<file path="src/rtl/inst_router_fifo_if.sv">
// Dispatch-to-FU router bundle: input channel, wakeup bus, flush,
// per-FU head channels, occupancy and the sticky routing error flag.
// master = dispatch/issue side, slave = router.
interface inst_router_fifo_if #(
  parameter int INST_ID_BITS = 6,
  parameter int PRN_BITS     = 6,
  parameter int MAX_OPERANDS = 3,
  parameter int QUEUE_SIZE   = 4,
  parameter int FUC_BITS     = 2,
  parameter int NUM_FUS      = 4
);
  localparam int CW = $clog2(QUEUE_SIZE + 1);

  logic                                   flush;
  logic                                   in_valid;
  logic                                   in_ready;
  logic [INST_ID_BITS-1:0]                in_inst_id;
  logic [31:0]                            in_raw_instr;
  logic [63:0]                            in_instr_pc;
  logic [FUC_BITS-1:0]                    in_fu_choice;
  logic [MAX_OPERANDS-1:0]                in_prn_input_valid;
  logic [MAX_OPERANDS-1:0]                in_prn_input_ready;
  logic [MAX_OPERANDS-1:0][PRN_BITS-1:0]  in_prn_input;
  logic [MAX_OPERANDS-1:0]                in_prn_output_valid;
  logic [MAX_OPERANDS-1:0][PRN_BITS-1:0]  in_prn_output;
  logic                                   wake_valid;
  logic [PRN_BITS-1:0]                    wake_prn;

  logic [NUM_FUS-1:0]                     out_valid;
  logic [NUM_FUS-1:0]                     out_ready;
  logic [NUM_FUS-1:0][INST_ID_BITS-1:0]   out_inst_id;
  logic [NUM_FUS-1:0][31:0]               out_raw_instr;
  logic [NUM_FUS-1:0][63:0]               out_instr_pc;
  logic [NUM_FUS-1:0][MAX_OPERANDS-1:0]   out_prn_input_valid;
  logic [NUM_FUS-1:0][MAX_OPERANDS-1:0]   out_prn_input_ready;
  logic [NUM_FUS-1:0][MAX_OPERANDS-1:0][PRN_BITS-1:0] out_prn_input;
  logic [NUM_FUS-1:0][MAX_OPERANDS-1:0]   out_prn_output_valid;
  logic [NUM_FUS-1:0][MAX_OPERANDS-1:0][PRN_BITS-1:0] out_prn_output;
  logic [NUM_FUS-1:0][CW-1:0]             out_count;
  logic                                   route_err;

  modport master (
    output flush, in_valid, in_inst_id, in_raw_instr, in_instr_pc,
           in_fu_choice, in_prn_input_valid, in_prn_input_ready,
           in_prn_input, in_prn_output_valid, in_prn_output,
           wake_valid, wake_prn, out_ready,
    input  in_ready, out_valid, out_inst_id, out_raw_instr,
           out_instr_pc, out_prn_input_valid, out_prn_input_ready,
           out_prn_input, out_prn_output_valid, out_prn_output,
           out_count, route_err
  );

  modport slave (
    input  flush, in_valid, in_inst_id, in_raw_instr, in_instr_pc,
           in_fu_choice, in_prn_input_valid, in_prn_input_ready,
           in_prn_input, in_prn_output_valid, in_prn_output,
           wake_valid, wake_prn, out_ready,
    output in_ready, out_valid, out_inst_id, out_raw_instr,
           out_instr_pc, out_prn_input_valid, out_prn_input_ready,
           out_prn_input, out_prn_output_valid, out_prn_output,
           out_count, route_err
  );
endinterface

</file>
<file path="src/rtl/inst_router_fifo.sv">
// Steers renamed instructions into per-FU in-order FIFOs with wakeup.
// Ports: clk, rst (async, active-high), bus (inst_router_fifo_if.slave).
module inst_router_fifo #(
  parameter int INST_ID_BITS = 6,
  parameter int PRN_BITS     = 6,
  parameter int MAX_OPERANDS = 3,
  parameter int QUEUE_SIZE   = 4,
  parameter int FUC_BITS     = 2,
  parameter int NUM_FUS      = 4
) (
  input logic                 clk,
  input logic                 rst,
  inst_router_fifo_if.slave   bus
);
  localparam int PW = $clog2(QUEUE_SIZE);
  localparam int CW = $clog2(QUEUE_SIZE + 1);
  localparam logic [CW-1:0] FULL = CW'(QUEUE_SIZE);

  logic [CW-1:0] count_q [NUM_FUS];
  logic [CW-1:0] count_d [NUM_FUS];
  logic [PW-1:0] head_q  [NUM_FUS];
  logic [PW-1:0] head_d  [NUM_FUS];
  logic [PW-1:0] tail_q  [NUM_FUS];
  logic [PW-1:0] tail_d  [NUM_FUS];
  logic          route_err_q, route_err_d;

  logic [INST_ID_BITS-1:0] id_q  [NUM_FUS][QUEUE_SIZE];
  logic [31:0]             raw_q [NUM_FUS][QUEUE_SIZE];
  logic [63:0]             pc_q  [NUM_FUS][QUEUE_SIZE];
  logic [MAX_OPERANDS-1:0] piv_q [NUM_FUS][QUEUE_SIZE];
  logic [MAX_OPERANDS-1:0] pir_q [NUM_FUS][QUEUE_SIZE];
  logic [MAX_OPERANDS-1:0] pov_q [NUM_FUS][QUEUE_SIZE];
  logic [MAX_OPERANDS-1:0][PRN_BITS-1:0] pi_q [NUM_FUS][QUEUE_SIZE];
  logic [MAX_OPERANDS-1:0][PRN_BITS-1:0] po_q [NUM_FUS][QUEUE_SIZE];

  logic [NUM_FUS-1:0]      push, pop;
  logic                    fu_ok, rdy;
  logic [MAX_OPERANDS-1:0] in_match;

  // in_ready looks only at registered occupancy; a pop this cycle
  // does not free a slot for a push until the next cycle.
  always_comb begin
    fu_ok = 1'b0;
    rdy   = 1'b0;
    push  = '0;
    pop   = '0;
    for (int k = 0; k < NUM_FUS; k++) begin
      if (bus.in_fu_choice == FUC_BITS'(k)) begin
        fu_ok = 1'b1;
        rdy   = (count_q[k] != FULL);
      end
      pop[k] = (count_q[k] != '0) && bus.out_ready[k];
    end
    for (int k = 0; k < NUM_FUS; k++) begin
      push[k] = bus.in_valid && rdy &&
                (bus.in_fu_choice == FUC_BITS'(k));
    end
  end

  always_comb begin
    in_match = '0;
    for (int j = 0; j < MAX_OPERANDS; j++) begin
      in_match[j] = bus.wake_valid && bus.in_prn_input_valid[j] &&
                    (bus.in_prn_input[j] == bus.wake_prn);
    end
  end

  always_comb begin
    route_err_d = route_err_q | (bus.in_valid & ~fu_ok);
    for (int k = 0; k < NUM_FUS; k++) begin
      head_d[k]  = head_q[k];
      tail_d[k]  = tail_q[k];
      count_d[k] = count_q[k];
      if (bus.flush) begin
        head_d[k]  = '0;
        tail_d[k]  = '0;
        count_d[k] = '0;
      end else begin
        if (push[k]) tail_d[k] = tail_q[k] + PW'(1);
        if (pop[k])  head_d[k] = head_q[k] + PW'(1);
        count_d[k] = count_q[k] + CW'(push[k]) - CW'(pop[k]);
      end
    end
  end

  always_ff @(posedge clk or posedge rst) begin
    if (rst) begin
      route_err_q <= 1'b0;
      for (int k = 0; k < NUM_FUS; k++) begin
        head_q[k]  <= '0;
        tail_q[k]  <= '0;
        count_q[k] <= '0;
      end
    end else begin
      route_err_q <= route_err_d;
      for (int k = 0; k < NUM_FUS; k++) begin
        head_q[k]  <= head_d[k];
        tail_q[k]  <= tail_d[k];
        count_q[k] <= count_d[k];
      end
    end
  end

  // Storage needs no reset. Wakeup is applied to every slot; stale
  // slots are fully overwritten on their next push.
  always_ff @(posedge clk) begin
    for (int k = 0; k < NUM_FUS; k++) begin
      for (int e = 0; e < QUEUE_SIZE; e++) begin
        if (push[k] && tail_q[k] == PW'(e)) begin
          id_q[k][e]  <= bus.in_inst_id;
          raw_q[k][e] <= bus.in_raw_instr;
          pc_q[k][e]  <= bus.in_instr_pc;
          piv_q[k][e] <= bus.in_prn_input_valid;
          pir_q[k][e] <= bus.in_prn_input_ready | in_match;
          pi_q[k][e]  <= bus.in_prn_input;
          pov_q[k][e] <= bus.in_prn_output_valid;
          po_q[k][e]  <= bus.in_prn_output;
        end else if (bus.wake_valid) begin
          for (int j = 0; j < MAX_OPERANDS; j++) begin
            if (piv_q[k][e][j] && pi_q[k][e][j] == bus.wake_prn)
              pir_q[k][e][j] <= 1'b1;
          end
        end
      end
    end
  end

  always_comb begin
    bus.in_ready  = rdy;
    bus.route_err = route_err_q;
    for (int k = 0; k < NUM_FUS; k++) begin
      bus.out_valid[k]            = (count_q[k] != '0);
      bus.out_count[k]            = count_q[k];
      bus.out_inst_id[k]          = id_q[k][head_q[k]];
      bus.out_raw_instr[k]        = raw_q[k][head_q[k]];
      bus.out_instr_pc[k]         = pc_q[k][head_q[k]];
      bus.out_prn_input_valid[k]  = piv_q[k][head_q[k]];
      bus.out_prn_input_ready[k]  = pir_q[k][head_q[k]];
      bus.out_prn_input[k]        = pi_q[k][head_q[k]];
      bus.out_prn_output_valid[k] = pov_q[k][head_q[k]];
      bus.out_prn_output[k]       = po_q[k][head_q[k]];
    end
  end
endmodule

</file>
<file path="src/flat_wrapper.sv">
// flat-port wrapper written by rule: the top's interface ports become plain ports
module inst_router_fifo_flat 
#(
  parameter int INST_ID_BITS = 6,
  parameter int PRN_BITS     = 6,
  parameter int MAX_OPERANDS = 3,
  parameter int QUEUE_SIZE   = 4,
  parameter int FUC_BITS     = 2,
  parameter int NUM_FUS      = 4
)
  (clk, rst, bus_flush, bus_in_valid, bus_in_inst_id, bus_in_raw_instr, bus_in_instr_pc, bus_in_fu_choice, bus_in_prn_input_valid, bus_in_prn_input_ready, bus_in_prn_input, bus_in_prn_output_valid, bus_in_prn_output, bus_wake_valid, bus_wake_prn, bus_out_ready, bus_in_ready, bus_out_valid, bus_out_inst_id, bus_out_raw_instr, bus_out_instr_pc, bus_out_prn_input_valid, bus_out_prn_input_ready, bus_out_prn_input, bus_out_prn_output_valid, bus_out_prn_output, bus_out_count, bus_route_err);
  inst_router_fifo_if #(.INST_ID_BITS(INST_ID_BITS), .PRN_BITS(PRN_BITS), .MAX_OPERANDS(MAX_OPERANDS), .QUEUE_SIZE(QUEUE_SIZE), .FUC_BITS(FUC_BITS), .NUM_FUS(NUM_FUS)) bus_i ();
  input logic clk;
  input logic rst;
  input wire logic [$bits(bus_i.flush)-1:0] bus_flush;
  input wire logic [$bits(bus_i.in_valid)-1:0] bus_in_valid;
  input wire logic [$bits(bus_i.in_inst_id)-1:0] bus_in_inst_id;
  input wire logic [$bits(bus_i.in_raw_instr)-1:0] bus_in_raw_instr;
  input wire logic [$bits(bus_i.in_instr_pc)-1:0] bus_in_instr_pc;
  input wire logic [$bits(bus_i.in_fu_choice)-1:0] bus_in_fu_choice;
  input wire logic [$bits(bus_i.in_prn_input_valid)-1:0] bus_in_prn_input_valid;
  input wire logic [$bits(bus_i.in_prn_input_ready)-1:0] bus_in_prn_input_ready;
  input wire logic [$bits(bus_i.in_prn_input)-1:0] bus_in_prn_input;
  input wire logic [$bits(bus_i.in_prn_output_valid)-1:0] bus_in_prn_output_valid;
  input wire logic [$bits(bus_i.in_prn_output)-1:0] bus_in_prn_output;
  input wire logic [$bits(bus_i.wake_valid)-1:0] bus_wake_valid;
  input wire logic [$bits(bus_i.wake_prn)-1:0] bus_wake_prn;
  input wire logic [$bits(bus_i.out_ready)-1:0] bus_out_ready;
  output wire logic [$bits(bus_i.in_ready)-1:0] bus_in_ready;
  output wire logic [$bits(bus_i.out_valid)-1:0] bus_out_valid;
  output wire logic [$bits(bus_i.out_inst_id)-1:0] bus_out_inst_id;
  output wire logic [$bits(bus_i.out_raw_instr)-1:0] bus_out_raw_instr;
  output wire logic [$bits(bus_i.out_instr_pc)-1:0] bus_out_instr_pc;
  output wire logic [$bits(bus_i.out_prn_input_valid)-1:0] bus_out_prn_input_valid;
  output wire logic [$bits(bus_i.out_prn_input_ready)-1:0] bus_out_prn_input_ready;
  output wire logic [$bits(bus_i.out_prn_input)-1:0] bus_out_prn_input;
  output wire logic [$bits(bus_i.out_prn_output_valid)-1:0] bus_out_prn_output_valid;
  output wire logic [$bits(bus_i.out_prn_output)-1:0] bus_out_prn_output;
  output wire logic [$bits(bus_i.out_count)-1:0] bus_out_count;
  output wire logic [$bits(bus_i.route_err)-1:0] bus_route_err;
  assign bus_i.flush = bus_flush;
  assign bus_i.in_valid = bus_in_valid;
  assign bus_i.in_inst_id = bus_in_inst_id;
  assign bus_i.in_raw_instr = bus_in_raw_instr;
  assign bus_i.in_instr_pc = bus_in_instr_pc;
  assign bus_i.in_fu_choice = bus_in_fu_choice;
  assign bus_i.in_prn_input_valid = bus_in_prn_input_valid;
  assign bus_i.in_prn_input_ready = bus_in_prn_input_ready;
  assign bus_i.in_prn_input = bus_in_prn_input;
  assign bus_i.in_prn_output_valid = bus_in_prn_output_valid;
  assign bus_i.in_prn_output = bus_in_prn_output;
  assign bus_i.wake_valid = bus_wake_valid;
  assign bus_i.wake_prn = bus_wake_prn;
  assign bus_i.out_ready = bus_out_ready;
  assign bus_in_ready = bus_i.in_ready;
  assign bus_out_valid = bus_i.out_valid;
  assign bus_out_inst_id = bus_i.out_inst_id;
  assign bus_out_raw_instr = bus_i.out_raw_instr;
  assign bus_out_instr_pc = bus_i.out_instr_pc;
  assign bus_out_prn_input_valid = bus_i.out_prn_input_valid;
  assign bus_out_prn_input_ready = bus_i.out_prn_input_ready;
  assign bus_out_prn_input = bus_i.out_prn_input;
  assign bus_out_prn_output_valid = bus_i.out_prn_output_valid;
  assign bus_out_prn_output = bus_i.out_prn_output;
  assign bus_out_count = bus_i.out_count;
  assign bus_route_err = bus_i.route_err;
  inst_router_fifo #(.INST_ID_BITS(INST_ID_BITS), .PRN_BITS(PRN_BITS), .MAX_OPERANDS(MAX_OPERANDS), .QUEUE_SIZE(QUEUE_SIZE), .FUC_BITS(FUC_BITS), .NUM_FUS(NUM_FUS)) u_core (.clk(clk), .rst(rst), .bus(bus_i));
endmodule
</file>
<file path="config.mk">
export PLATFORM = sky130hd
export DESIGN_NAME = inst_router_fifo_flat
export DESIGN_NICKNAME = d
export VERILOG_FILES = /design/src/rtl/inst_router_fifo_if.sv /design/src/rtl/inst_router_fifo.sv /design/src/flat_wrapper.sv
export SDC_FILE = /design/constraint.sdc
export NUM_CORES = 2
export LEC_CHECK = 0
export BUFFER_PORTS_ARGS = -buffer_cell sky130_fd_sc_hd__clkbuf_2
export CORE_MARGIN = 1.5
export CORE_UTILIZATION = 35
export DETAILED_ROUTE_END_ITERATION = 8
export GPL_TIMING_DRIVEN = 1
export MAX_ROUTING_LAYER = met4
export PLACE_DENSITY = 0.47
export SYNTH_ARGS = -nofsm -noshare
export SYNTH_HDL_FRONTEND = slang
export SYNTH_SLANG_ARGS = --single-unit
</file>
<file path="constraint.sdc">
create_clock -name clk -period 6.63 [get_ports clk]
set_input_delay 0.663 -clock clk [delete_from_list [all_inputs] [get_ports clk]]
set_output_delay 0.663 -clock clk [all_outputs]
set_load 0.005 [all_outputs]
</file>
==> results by group <==
Clock network
  – Clock sink count: 2381
  – Post-CTS Setup Bufs: 0
  – Skew-Pair Late Insertion Delay: 930 ps
  – CTS Root Cell: clkbuf_16
  – Clock-pin slew on the worst setup and hold paths: 60 ps
  – Max Root-Sink Buffers: 4
  – Inserted Clock Buffers: 282
  – CTS tree: done
  – Resized cells post-CTS: 0
  – Hold_buf cts: 1
  – Max H-tree Level: 5

Worst setup path
  – Crit-path cells: buf_4, mux4_2, clkbuf_2
  – Setup crit start kind: register
  – Kind of critical path: register to primary output
  – CP Max Fanout: 53
  – Slowest CP cell: dfrtp_4
  – Worst path required time: 5970 ps
  – Setup crit end kind: primary output
  – CP peak stage delay: 1060 ps
  – Arr. time, crit path: 3480 ps
  – R2R depth: 6

Placed design
  – Port bufs: 769
  – Placed Area: 98700 sq um
  – Post-place setup slack: 2740 ps
  – Detailed placement HPWL: 156 mm
  – Gpl congestion: 0.789

STA
  – Final setup fails: 0
  – Hold WS: 151 ps
  – Fin. max-slew vios: 0
  – Layout Skew: 90.9 ps
  – Worst Max-Slew Pin Slew: 1250 ps
  – Fmax: 0.241 GHz
  – TNS Setup: 0 ps
  – Period Utilization, post-route: 0.625
  – RSZ-0062 raised after global routing: no
  – Worst setup margin: 2490 ps
  – Final Hold Vio Count: 0
  – Slew headroom: 0.167
  – Final worst path period need: 4140 ps

Cells and area
  – Commonest non-fill, non-tap cell in the layout: edfxtp_1
  – Area Growth Syn to Fin: 18.5%
  – Final std cell area, no fill: 107000 sq um
  – FF/Latch Area: 71400 sq um
  – Share of cells above drive strength 1: 0.363
  – Nets: 4988
  – Commonest non-fill, non-tap cells in the layout: edfxtp_1 (2349), clkbuf_2 (763), mux4_2 (588)
  – Fillers: 22600
  – Multi-input logic area: 18200 sq um

Global routing
  – Largest net degree at the start of global routing: 95
  – Gr ovfl total: 0
  – Global-route wire length before repair: 355 mm
  – Vias in the first global route: 44500
  – GR Util All Layers: 0.198
  – Initial antenna violation count: 12

Drt
  – Post-Route WL: 254 mm
  – Vias per cell: 5.19
  – Pre-Repair DR Iteration Count: 5
  – DR iter-0 viols: 3707
  – DRC viols: 0
  – Vias: 43500
  – Antenna-violating nets left: 0
  – Routed len/inst: 30.3 microns

Synth
  – Area contributors post-synth: edfxtp_1 (78%), mux4_2 (15%), xnor2_1 (1.6%)
  – Post-synthesis sequential area ratio: 0.788
  – Synth top area share: 0.779
  – Netlist cell types: 37
  – Dominant synthesized flop cell: edfxtp_1
  – Yosys synthesis warning count: 0
  – Synth area leader: edfxtp_1
  – Synthesized area per cell: 23.4 sq um
  – Syn_nets: 4056
  – Synth Register Bits: 2381
  – Gate Count Post-Synth: 3864
  – Mapped cell area: 90500 sq um
  – Number of enable flip-flop cells after synthesis: 2349
  – Ys async rst share: 0.0122

Floorplan
  – # IOs: 770
  – Initial core utilization: 0.352
  – Core area: 257000 sq um
  – Die Y: 511 microns
  – Row count: 186
  – Die area: 262000 sq um
  – Die X-Extent: 511 microns

Worst hold path
  – Hold Path Cell Cnt: 1
  – HP Class: input pin to register

Power and ir drop
  – PD cells: 365 nW/um^2
  – LEAKAGE: 0.0346 uW
  – Peak VDD IR: 0.347 mV

Outcome
  – Outcome: complete, no violations

Flow run
  – # Max-Cap Violations: 0
-- per-layer routing --
| layer | routed length (microns) | GRT usage | vias up | part of all wire |
|---|---|---|---|---|
| met5 | 0 | - | - | 0 |
| met2 | 113000 | 0.281 | 1499 | 0.44 |
| met1 | 113000 | 0.273 | 23600 | 0.44 |
| met3 | 20700 | 0.0599 | 373 | 0.082 |
| met4 | 7580 | 0.0590 | 0 | 0.030 |
| li1 | - | - | 18000 | - |
-- power by group --
group          switching (uW)  total [uW]  internal [uW]  leakage (uW)
sequential                357       17300          16900        0.0216
clock                    5900       14500           8580       0.00416
combinational            4120        7430           3310       0.00880
total                   10400       39200          28800        0.0346
-- path summary, 6_finish.rpt --
| check | startpoint | slack, ps | end |
|---|---|---|---|
| max | u_core.head_q[1]$_DFFE_PP0P_ | 2490 | bus_out_raw_instr[118] |
| min | bus_in_instr_pc[61] | 150 | u_core.pc_q[0][253]$_DFFE_PP_ |
| max reg2reg | u_core.bus.out_count[2]$_DFF_PP0_ | 3220 | u_core.pir_q[0][5]$_DFFE_PP_ |
| min reg2reg | u_core.bus.route_err$_DFF_PP0_ | 400 | u_core.bus.route_err$_DFF_PP0_ |
| max in group asynchronous | rst | 5720 | u_core.head_q[1]$_DFFE_PP0P_ |
| min in group asynchronous | rst | 430 | u_core.head_q[2]$_DFFE_PP0P_ |
-- Yosys cell counts, types with 3 or more instances --
cell      count
buf_6         7
mux2i_1       7
xor2_1      161
xnor2_1     165
dfrtp_1      29
a41oi_1       6
buf_1        36
buf_2        85
nor2_1       27
nand4_1      45
inv_1        36
edfxtp_1   2349
ha_1         24
nor4_1       51
nand2_1     116
o21ai_0      45
or3_1         3
fa_1          4
dfxtp_1       3
o31a_1        3
buf_4         7
mux4_2      588
clkbuf_1     49
nor2b_1       5
-- final cells by class --
cell class	instances	share of cell area
diodes	8	0.000187
clock buffers	352	0.0695
clock inverters	123	0.00984
inverters	36	0.00231
multi-input cells	1263	0.169
flip-flops and latches	2381	0.666
well taps	3384	0.0395
repair buffers	832	0.0436
-- kinds of logic (layout without fill, tap and decap cells) --
kind of cell	after synthesis	after routing	synth area share
other	0	8	0
and+or+nand+nor	254	254	0.0139
DFF	2381	2381	0.788
buffers and inverters	220	1343	0.0112
adders and majority gates	28	28	0.00420
AOI/OAI and AO/OA	60	60	0.00395
muxes	595	595	0.147
xor gates and xnor gates	326	326	0.0315
-- flip-flops by register name, summed over array words and instances (netlist names), 12 cells and up --
signal and cells:
u_core.pir_q 48, u_core.raw_q 512, u_core.pov_q 48, u_core.bus.out_count 12
u_core.piv_q 48, u_core.pi_q 288, u_core.id_q 96, u_core.po_q 288
u_core.pc_q 1024
-- worst max-delay path, delay by kind of cell, from the launching register on --
family,cells,cell delay [ps]
buffers and inverters,2,900
DFF,1,1060
muxes,1,500
-- per-stage QoR --
| stage | utilization | total power (uW) | std cells |
|---|---|---|---|
| 3_5_place_dp | 0.384 | 25200 | 7895 |
| 5_1_grt | 0.417 | 40700 | 8375 |
| 6_report | 0.417 | 39200 | 8379 |
| 3_3_place_gp | 0.384 | 25300 | 7895 |
| 4_1_cts | 0.417 | 39800 | 8371 |
| 2_1_floorplan | - | 21400 | 3864 |
(Power assumes the default switching activity.)
